--- src/rtl/sobol_point_sched.sv ---
// sobol_point_sched
// Run controller for the Sobol generator lanes. A run produces num_pts points.
// While a run is active, every dimension lane is enabled together. Each lane
// shifts in W-bit words LSB first. Once every lane holds a finished word, the
// words are packed into one point and pushed into a small FIFO. The consumer
// drains that FIFO through a valid/ready handshake.
//
// Ports:
//   clk, rst          clock (rising edge), asynchronous active-low reset
//   start, num_pts    start a run of num_pts points (IDLE only, num_pts != 0)
//   abort             end the active run at once and flush the FIFO
//   gen_en            enable to all generator lanes
//   gen_bit, gen_vld  serial bit and bit-valid from each lane
//   pt_data           FIFO head; lane d occupies bits [d*W +: W]
//   pt_valid          FIFO non-empty
//   pt_ready          consumer accepts the head
//   busy              run active (RUN or DRAIN)
//   done              one-cycle pulse when a run ends or is aborted
//   ovf               sticky: a completed point was dropped on a full FIFO
//   err               sticky: lane framing error
//
// Handshake: the head moves to the consumer on every rising edge where
// pt_valid && pt_ready. pt_data is stable while pt_valid is high and no
// transfer has taken place.
module sobol_point_sched #(
  parameter int DIMS   = 2,
  parameter int W      = 6,
  parameter int NPTS_W = 6,
  parameter int DEPTH  = 4
) (
  input  logic                clk,
  input  logic                rst,
  input  logic                start,
  input  logic                abort,
  input  logic [NPTS_W-1:0]   num_pts,
  output logic                gen_en,
  input  logic [DIMS-1:0]     gen_bit,
  input  logic [DIMS-1:0]     gen_vld,
  output logic [DIMS*W-1:0]   pt_data,
  output logic                pt_valid,
  input  logic                pt_ready,
  output logic                busy,
  output logic                done,
  output logic                ovf,
  output logic                err
);

  localparam int BW = (W > 1) ? $clog2(W) : 1;
  localparam int AW = (DEPTH > 1) ? $clog2(DEPTH) : 1;
  localparam int CW = $clog2(DEPTH + 1);
  localparam logic [BW-1:0] LAST_BIT = BW'(W - 1);
  localparam logic [CW-1:0] FULL_CNT = CW'(DEPTH);

  typedef enum logic [1:0] {S_IDLE, S_RUN, S_DRAIN} state_t;

  state_t                       state_q, state_d;
  logic [NPTS_W-1:0]            num_q, num_d;
  logic [NPTS_W-1:0]            cnt_q, cnt_d;
  logic [DIMS-1:0][BW-1:0]      bitcnt_q, bitcnt_d;
  logic [DIMS-1:0][W-1:0]       shift_q, shift_d;
  logic [DIMS-1:0][W-1:0]       word_q, word_d;
  logic [DIMS-1:0]              wflag_q, wflag_d;
  logic [DEPTH-1:0][DIMS*W-1:0] mem_q, mem_d;
  logic [AW-1:0]                wr_q, wr_d, rd_q, rd_d;
  logic [CW-1:0]                count_q, count_d;
  logic [DIMS*W-1:0]            head_q, head_d;
  logic                         gen_en_q, gen_en_d;
  logic                         valid_q, valid_d;
  logic                         busy_q, busy_d;
  logic                         done_q, done_d;
  logic                         ovf_q, ovf_d;
  logic                         err_q, err_d;

  logic [DIMS-1:0]              lane_cmp;
  logic                         pop, push;
  logic [DIMS*W-1:0]            point_data;

  always_comb begin
    state_d    = state_q;
    num_d      = num_q;
    cnt_d      = cnt_q;
    bitcnt_d   = bitcnt_q;
    shift_d    = shift_q;
    word_d     = word_q;
    wflag_d    = wflag_q;
    mem_d      = mem_q;
    wr_d       = wr_q;
    rd_d       = rd_q;
    ovf_d      = ovf_q;
    err_d      = err_q;
    done_d     = 1'b0;
    lane_cmp   = '0;
    push       = 1'b0;
    point_data = '0;
    pop        = valid_q && pt_ready;

    unique case (state_q)
      S_IDLE: begin
        if (start && (num_pts != '0)) begin
          state_d  = S_RUN;
          num_d    = num_pts;
          cnt_d    = '0;
          bitcnt_d = '0;
          wflag_d  = '0;
          ovf_d    = 1'b0;
          err_d    = 1'b0;
        end
      end
      S_RUN: begin
        for (int d = 0; d < DIMS; d++) begin
          if (gen_vld[d]) begin
            shift_d[d][bitcnt_q[d]] = gen_bit[d];
            if (bitcnt_q[d] == LAST_BIT) begin
              // A finished word goes into its own holding register. The lane
              // can then start its next word before the other lanes finish.
              lane_cmp[d] = 1'b1;
              bitcnt_d[d] = '0;
              word_d[d]   = shift_d[d];
              if (wflag_q[d]) err_d = 1'b1;
              wflag_d[d]  = 1'b1;
            end else begin
              bitcnt_d[d] = bitcnt_q[d] + 1'b1;
            end
          end else if (bitcnt_q[d] != '0) begin
            // The burst ended partway through a word, so discard the partial word.
            err_d       = 1'b1;
            bitcnt_d[d] = '0;
          end
        end
        if (&(wflag_q | lane_cmp)) begin
          point_data = word_d;
          wflag_d    = '0;
          cnt_d      = cnt_q + 1'b1;
          if ((count_q != FULL_CNT) || pop) push = 1'b1;
          else                              ovf_d = 1'b1;
          if (cnt_d == num_q) state_d = S_DRAIN;
        end
      end
      S_DRAIN: ;
      default: state_d = S_IDLE;
    endcase

    if (push) begin
      mem_d[wr_q] = point_data;
      wr_d        = wr_q + 1'b1;
    end
    if (pop) rd_d = rd_q + 1'b1;
    count_d = count_q + {{(CW-1){1'b0}}, push} - {{(CW-1){1'b0}}, pop};

    if ((state_q == S_DRAIN) && (count_d == '0)) begin
      state_d = S_IDLE;
      done_d  = 1'b1;
    end

    // An abort wins over a point push and over start in the same cycle.
    if (abort && (state_q != S_IDLE)) begin
      state_d  = S_IDLE;
      done_d   = 1'b1;
      count_d  = '0;
      wr_d     = '0;
      rd_d     = '0;
      bitcnt_d = '0;
      wflag_d  = '0;
      ovf_d    = ovf_q;
      err_d    = err_q;
    end

    gen_en_d = (state_d == S_RUN);
    busy_d   = (state_d != S_IDLE);
    valid_d  = (count_d != '0);
    head_d   = mem_d[rd_d];
  end

  always_ff @(posedge clk or negedge rst) begin
    if (!rst) begin
      state_q  <= S_IDLE;
      num_q    <= '0;
      cnt_q    <= '0;
      bitcnt_q <= '0;
      shift_q  <= '0;
      word_q   <= '0;
      wflag_q  <= '0;
      mem_q    <= '0;
      wr_q     <= '0;
      rd_q     <= '0;
      count_q  <= '0;
      head_q   <= '0;
      gen_en_q <= 1'b0;
      valid_q  <= 1'b0;
      busy_q   <= 1'b0;
      done_q   <= 1'b0;
      ovf_q    <= 1'b0;
      err_q    <= 1'b0;
    end else begin
      state_q  <= state_d;
      num_q    <= num_d;
      cnt_q    <= cnt_d;
      bitcnt_q <= bitcnt_d;
      shift_q  <= shift_d;
      word_q   <= word_d;
      wflag_q  <= wflag_d;
      mem_q    <= mem_d;
      wr_q     <= wr_d;
      rd_q     <= rd_d;
      count_q  <= count_d;
      head_q   <= head_d;
      gen_en_q <= gen_en_d;
      valid_q  <= valid_d;
      busy_q   <= busy_d;
      done_q   <= done_d;
      ovf_q    <= ovf_d;
      err_q    <= err_d;
    end
  end

  assign gen_en   = gen_en_q;
  assign pt_data  = head_q;
  assign pt_valid = valid_q;
  assign busy     = busy_q;
  assign done     = done_q;
  assign ovf      = ovf_q;
  assign err      = err_q;

endmodule

--- config.mk ---
export PLATFORM = sky130hd
export DESIGN_NAME = sobol_point_sched
export DESIGN_NICKNAME = d
export VERILOG_FILES = /design/src/rtl/sobol_point_sched.sv
export SDC_FILE = /design/constraint.sdc
export NUM_CORES = 1
export LEC_CHECK = 0
export CAP_MARGIN = 20
export CORE_MARGIN = 1
export CORE_UTILIZATION = 30
export CTS_BUF_LIST = sky130_fd_sc_hd__clkbuf_4
export CTS_CLUSTER_SIZE = 12
export DETAILED_ROUTE_END_ITERATION = 10
export PLACE_DENSITY = 0.52
export SLEW_MARGIN = 20
export SYNTH_ARGS = -nofsm -noshare
export SYNTH_HDL_FRONTEND = slang
export SYNTH_SLANG_ARGS = --single-unit
--- constraint.sdc ---
create_clock -name clk -period 3 [get_ports clk]
set_input_delay 0.6 -clock clk [delete_from_list [all_inputs] [get_ports clk]]
set_output_delay 0.6 -clock clk [all_outputs]
set_load 0.02 [all_outputs]
* Word level (Yosys, flattened, before mapping)
Index checks and enable logic that the tools add are counted.
W data, S select, Z words.
** Storage, ports and cells
- Output and inout bits :: 18
- Input port bits :: 15
- Logic and storage cells :: 160
- Flip-flop bits (word level) :: 119
** Cells by class
- Muxes and demuxes :: 72
- Reductions and logical operators :: 30
- $add $sub $neg :: 7
- $lt $le $gt $ge :: 7
- Bitwise logic cells :: 2
- Eq/ne operators :: 17
** Operator list (count)
- $bwmux W48 :: 1
- $mux W12 :: 4
- $mux W48 :: 1
- $mux W6 :: 7
- $mux W1 :: 28
- $bmux W12 S2 :: 1
- $demux W12 S2 :: 1
- $mux W2 :: 12
- $ne A4 B4 Y1 const B :: 6
- $pmux W6 S2 :: 2
- $mux W3 :: 7
- $bwmux W6 :: 2
- $reduce_and A3 Y1 :: 4
- $reduce_bool A3 Y1 :: 4
- $lt A3 B4 Y1 const B :: 2
- $reduce_and A2 Y1 :: 4
- $reduce_and A4 Y1 :: 2
- $reduce_bool A2 Y1 :: 4
- $logic_and A1 B1 Y1 :: 7
- $add A3 B1 Y3 const B :: 2
- $add A6 B1 Y6 const B :: 1
- $demux W1 S3 :: 2
- $eq A3 B3 Y1 const B :: 2
- $eq A6 B6 Y1 :: 1
- other kinds (20) :: 28

* Logic depth before layout (Yosys ltp)
- Depth in word-level cells :: 15
- Mapped depth :: 14
- Gate-level depth less buffers :: 11

* Least setup slack after synthesis
No wires, ideal clock.
- Kind :: input-to-reg
- Start :: input gen_vld[1]
- End :: register busy_q (netlist: busy)
- Stages on the path :: 14
- Arrival time :: 3089 ps
- Setup time :: 140 ps
- Path buffers :: 3
- Setup slack :: -229 ps
- Cell sequence :: buf_2 -> and4b_1 -> buf_6 -> o22a_4 -> buf_12 -> nand3_1 -> ha_1 -> inv_1 -> ha_1 -> fa_1 -> xnor2_1 -> xnor2_1 -> o41ai_1 -> a211oi_1
** Between the ends
- Word-level cells in the longest chain between the ends :: 13
- Elaborated cells between the ends (all ways) :: 15
- Classes of those cells :: add/sub (2); mux (8); bitwise (1); reduce/logical (4)
** Ends and longest elaborated chain
- from (decl) :: RTL line 38 : input logic [DIMS-1:0] gen_vld,
- $mux W1 * :: RTL line 111 : if (gen_vld[d]) begin
- $mux W1 * :: RTL line 97 : unique case (state_q)
- $or A2 B2 Y2 * :: RTL line 130 : if (&(wflag_q | lane_cmp)) begin
- $reduce_and A2 Y1 * :: RTL line 130
- $mux W1 :: RTL line 130
- $mux W1 :: RTL line 97
- $add A3 B1 Y3 :: RTL line 148 : count_d = count_q + {{(CW-1){1'b0}}, push} - {{(CW-1){1'b0}}, pop};
- $sub A3 B1 Y3 :: RTL line 148
- $logic_not A3 Y1 :: RTL line 150 : if ((state_q == S_DRAIN) && (count_d == '0)) begin
- $logic_and A1 B1 Y1 :: RTL line 150
- $mux W2 * :: RTL line 150
- $mux W2 * :: RTL line 156 : if (abort && (state_q != S_IDLE)) begin
- $reduce_bool A2 Y1 * :: RTL line 169 : busy_d = (state_d != S_IDLE);
- net busy_d :: RTL line 69 : logic busy_q, busy_d;
- to (signal assigned) :: RTL line 209 : busy_q <= busy_d;
- to (decl) :: RTL line 69
The timed path passes the listed nets; every way through them passes the cells marked *. The select of a mux whose other input is x is not followed.
A chain may end at the register's enable or synchronous reset.

* Worst setup path after layout
- Start :: input gen_vld[0]
- End :: register state_q[1]
** Between the ends
- Word-level cells in the longest chain between the ends :: 12
- Elaborated cells between the ends (all ways) :: 14
- Classes of those cells :: add/sub (2); mux (8); bitwise (1); reduce/logical (3)
** Ends and longest elaborated chain
- $mux W1 * :: RTL line 111
- $mux W1 * :: RTL line 97
- $or A2 B2 Y2 * :: RTL line 130
- $reduce_and A2 Y1 * :: RTL line 130
- $mux W1 :: RTL line 130
- $mux W1 :: RTL line 97
- $add A3 B1 Y3 :: RTL line 148
- $sub A3 B1 Y3 :: RTL line 148
- $logic_not A3 Y1 :: RTL line 150
- $logic_and A1 B1 Y1 :: RTL line 150
- $mux W2 * :: RTL line 150
- $mux W2 * :: RTL line 156
- net state_d[1] :: RTL line 56 : state_t state_q, state_d;
- to (signal assigned) :: RTL line 195 : state_q <= state_d;
- to (decl) :: RTL line 56
Marks and branches as above.

==> results.json <==
{
  "violations": "design-rule violations",
  "rr_endpoint": "state_q[1]$_DFF_PN0_",
  "syn_area_per_cell_um2": 11.5,
  "r2r-start": "bitcnt_q[4]$_DFFE_PN0P_",
  "finalSetupViolCount": 0,
  "synth_xor_area_share_pct": 2.03,
  "finalClockSkew_ps": 16.2,
  "ctsLongestPathBuffers": 2,
  "hold_path_end": "mem_q[34]$_DFF_PN0_",
  "dieArea_um2": 19300,
  "fp.dieH_um": 139,
  "async_reset_ff_share_pct": 100,
  "end_kind": "flip-flop",
  "cts_tree": "built",
  "drt_iter0_markers": 143,
  "syn-num-nets": 512,
  "grt_pass1_wl_um": 20700,
  "cp_num_buf_inv": 2,
  "syn2layout_area_growth_pct": 19.3,
  "start_kind": "input pin",
  "slew_headroom_pct": 67.1,
  "synth-compound-area-share_pct": 12.5,
  "io_buffer_count": 32,
  "die_w_um": 139,
  "vias": 3828,
  "ys_dominant_reg_cell": "dfrtp_1",
  "ys_seq_area_share_pct": 52.2,
  "grt_setup_unrepaired": "false",
  "synth_top_family_by_area": "simple AND/OR/NAND/NOR gates",
  "std_cell_rows": 49,
  "synth_mux_area_share_pct": 13.2,
  "dr.pass1.iters": 8,
  "coreArea_um2": 18100,
  "grt_max_degree": 71,
  "post-route-util_pct": 36.9,
  "dp_hpwl_um": 8450,
  "final_max_slew_viol_count": 0,
  "cp_slowest_stage_delay_ps": 470,
  "clkSinkCount": 117,
  "nFillCells": 1818,
  "antenna_left": 0,
  "r2r_cells": 11,
  "yosysUniqueCellTypes": 61,
  "path_common_cell": "ha_4",
  "cts_max_level": 4,
  "synthAdderAreaFrac_pct": 1.92,
  "initial_utilization_pct": 30.9,
  "cts_buffers": 17,
  "grt_pass1_vias": 4065,
  "pwr_density_cell_nw_per_um2": 707,
  "fmax_ghz": 0.362,
  "clkLatencyLatePin_ps": 530,
  "io_pins": 33,
  "yosysWarnings": 0,
  "finalPower_mw": 4.73,
  "cp.arrival_ps": 3200,
  "final_nets": 566,
  "drc": 1,
  "post_synth_and_or_nand_nor_area_fraction_pct": 13.6,
  "grt_antenna_before_repair": 1,
  "cts_root_buffer": "clkbuf_4",
  "r2r_slack_ps": 330,
  "status": "finished with violations",
  "hold_class": "flip-flop to flip-flop",
  "finalHoldViolCount": 0,
  "synthCells": 489,
  "path_class": "input pin to flip-flop",
  "cpMaxStageDelayCell": "clkdlybuf4s50_1",
  "syn-cell-area_um2": 5610,
  "drv_cap": 0,
  "clk_pin_slew_ps": 100,
  "wl_per_cell_um": 15.4,
  "fin_crit_ps": 2770,
  "cts-resized-gates": 0,
  "crit_required_ps": 3430,
  "cp_top_family": "adder cells",
  "grt_overflow": 0,
  "yosys_register_bits": 117,
  "avgViaCountPerCell": 4.87,
  "synth-edff-count": 0,
  "crit_chain": "clkdlybuf4s50_1 -> and4b_1 -> o22a_4 -> nand3_4 -> ha_4 -> inv_2 -> ha_4 -> fa_2 -> xnor2_2 -> xnor2_1 -> nor3_1 -> o32ai_1",
  "fin_crit_sh_pct": 92.2,
  "ir_worst_vdd_v": 0.000279,
  "globalplace.congestion": 0.771,
  "wl_um": 12100,
  "holdPathStages": 2,
  "drive_above_1_share_pct": 22.7,
  "worst_hold_startpoint": "mem_q[34]$_DFF_PN0_",
  "leakage_nw": 3.17,
  "grtUsageTotal_pct": 13.8,
  "tightestPinTransition_ps": 493,
  "cp_max_fo": 3
}
-- metrics by stage --
| step | cell area [um2] | hold WS (ps) | TNS [ps] | cells | worst slack, ps |
|---|---|---|---|---|---|
| 2_1_floorplan | 5680 | 304 | -42.8 | 489 | -42.8 |
| 3_3_place_gp | 6320 | 461 | -709 | 752 | -264 |
| 3_5_place_dp | 6320 | 470 | -986 | 752 | -313 |
| 4_1_cts | 6690 | 494 | 0 | 785 | 264 |
| 5_1_grt | 6700 | 493 | 0 | 786 | 185 |
| 6_report | 6700 | 491 | 0 | 786 | 234 |
-- worst min-delay path: stages (launching register included) --
cell     delay [ps]
dfrtp_1         340
nand2_1          60
o21ai_0          60
-- cell usage in the layout, fill, tap and decap left out, types with 4 or more instances in the layout --
cell,synthesis,final
xnor2_1,8,7
xor2_1,5,5
nor2_1,19,19
bufinv_16,0,6
o31ai_1,5,5
nand3_1,12,11
clkdlybuf4s50_1,0,31
mux2i_1,12,12
mux2_1,14,14
ha_1,7,5
clkbuf_4,0,17
o22ai_1,13,13
mux2_4,13,13
nor3_1,4,4
dfrtp_1,117,117
nor2_2,5,5
mux2_2,24,24
a211oi_2,7,7
nand2b_1,6,6
nand2_1,63,63
inv_1,19,18
a21o_1,5,5
and2_1,5,5
buf_4,1,29
a211oi_1,7,7
o21ai_1,5,5
a21oi_1,15,15
o21ai_0,20,20
-- synthesized netlist by cell type, types with 3 or more instances --
library cell	n	area, um2
a211oi_1	7	52.6
a211oi_2	7	87.6
a21o_1	5	37.5
a21oi_1	15	75.1
and2_1	5	31.3
and3_1	3	18.8
buf_2	5	25.0
buf_6	6	67.6
clkbuf_1	12	45.0
dfrtp_1	117	2930
ha_1	7	87.6
inv_1	19	71.3
mux2_1	14	158
mux2_2	24	270
mux2_4	13	195
mux2i_1	12	120
nand2_1	63	236
nand2b_1	6	37.5
nand3_1	12	60.1
nand3b_1	3	22.5
nand4_1	3	18.8
nand4_4	3	63.8
nand4b_1	3	26.3
nor2_1	19	71.3
nor2_2	5	31.3
nor2b_1	3	18.8
nor3_1	4	20.0
o21ai_0	20	100
o21ai_1	5	25.0
o22ai_1	13	81.3
o31ai_1	5	37.5
or3_1	3	18.8
xnor2_1	8	70.1
xor2_1	5	43.8
-- cell type report --
type | instances | area (um2) | area share (%)
antenna | 1 | 2.50 | 0.0374
clock buffer | 17 | 128 | 1.91
inverter | 19 | 71.3 | 1.07
clock inverter | 15 | 234 | 3.49
sequential | 117 | 2930 | 43.7
tap | 229 | 287 | 4.28
timing repair buffer | 62 | 558 | 8.33
multi-input combinational | 326 | 2490 | 37.2
-- layer usage --
layer | share of wire (%) | track usage (%) | vias up
li1 | - | - | 1845
met1 | 47 | 17.1 | 1914
met2 | 50 | 23.1 | 54
met3 | 2.6 | 3.42 | 15
met4 | 1.3 | 5.20 | 0
met5 | 0 | 0 | -
-- where the power goes --
group / switching [mW] / internal, mW
registers: 0.144 / 1.79
clock network: 0.611 / 0.821
logic: 0.736 / 0.635
total: 1.49 / 3.24
-- repair_timing --
item                                   in CTS  in global routing
buffers inserted                            0                  0
endpoints found under the hold margin      24                  0
hold buffers                                1                  0
-- sequential cells by signal (all words and copies together), names as in the netlist, 3 cells and up --
signal    flops
bitcnt_q      6
cnt_q         6
count_q       3
mem_q        48
num_q         6
pt_data      12
shift_q      10
word_q       12
-- worst max-delay path by stage --
stage                           from              endpoint  slack (ps)  cells past startpoint
final                     gen_vld[0]  state_q[1]$_DFF_PN0_         230                     12
after global routing      gen_vld[0]        busy$_DFF_PN0_         180                     12
after CTS                 gen_vld[0]  state_q[1]$_DFF_PN0_         260                     12
after detailed placement  gen_vld[0]  state_q[1]$_DFF_PN0_        -310                     12
after global placement    gen_vld[0]  state_q[1]$_DFF_PN0_        -260                     12
after floorplan           gen_vld[1]  state_q[1]$_DFF_PN0_         -40                     14
-- logic make-up after synthesis --
kind of cell               after synthesis
and+or+nand+nor                        145
DFF                                    117
AOI/OAI and AO/OA                       97
muxes                                   63
buffers and inverters                   46
xor gates and xnor gates                13
adders and majority gates                8
Power figures use the tool's default switching activity.
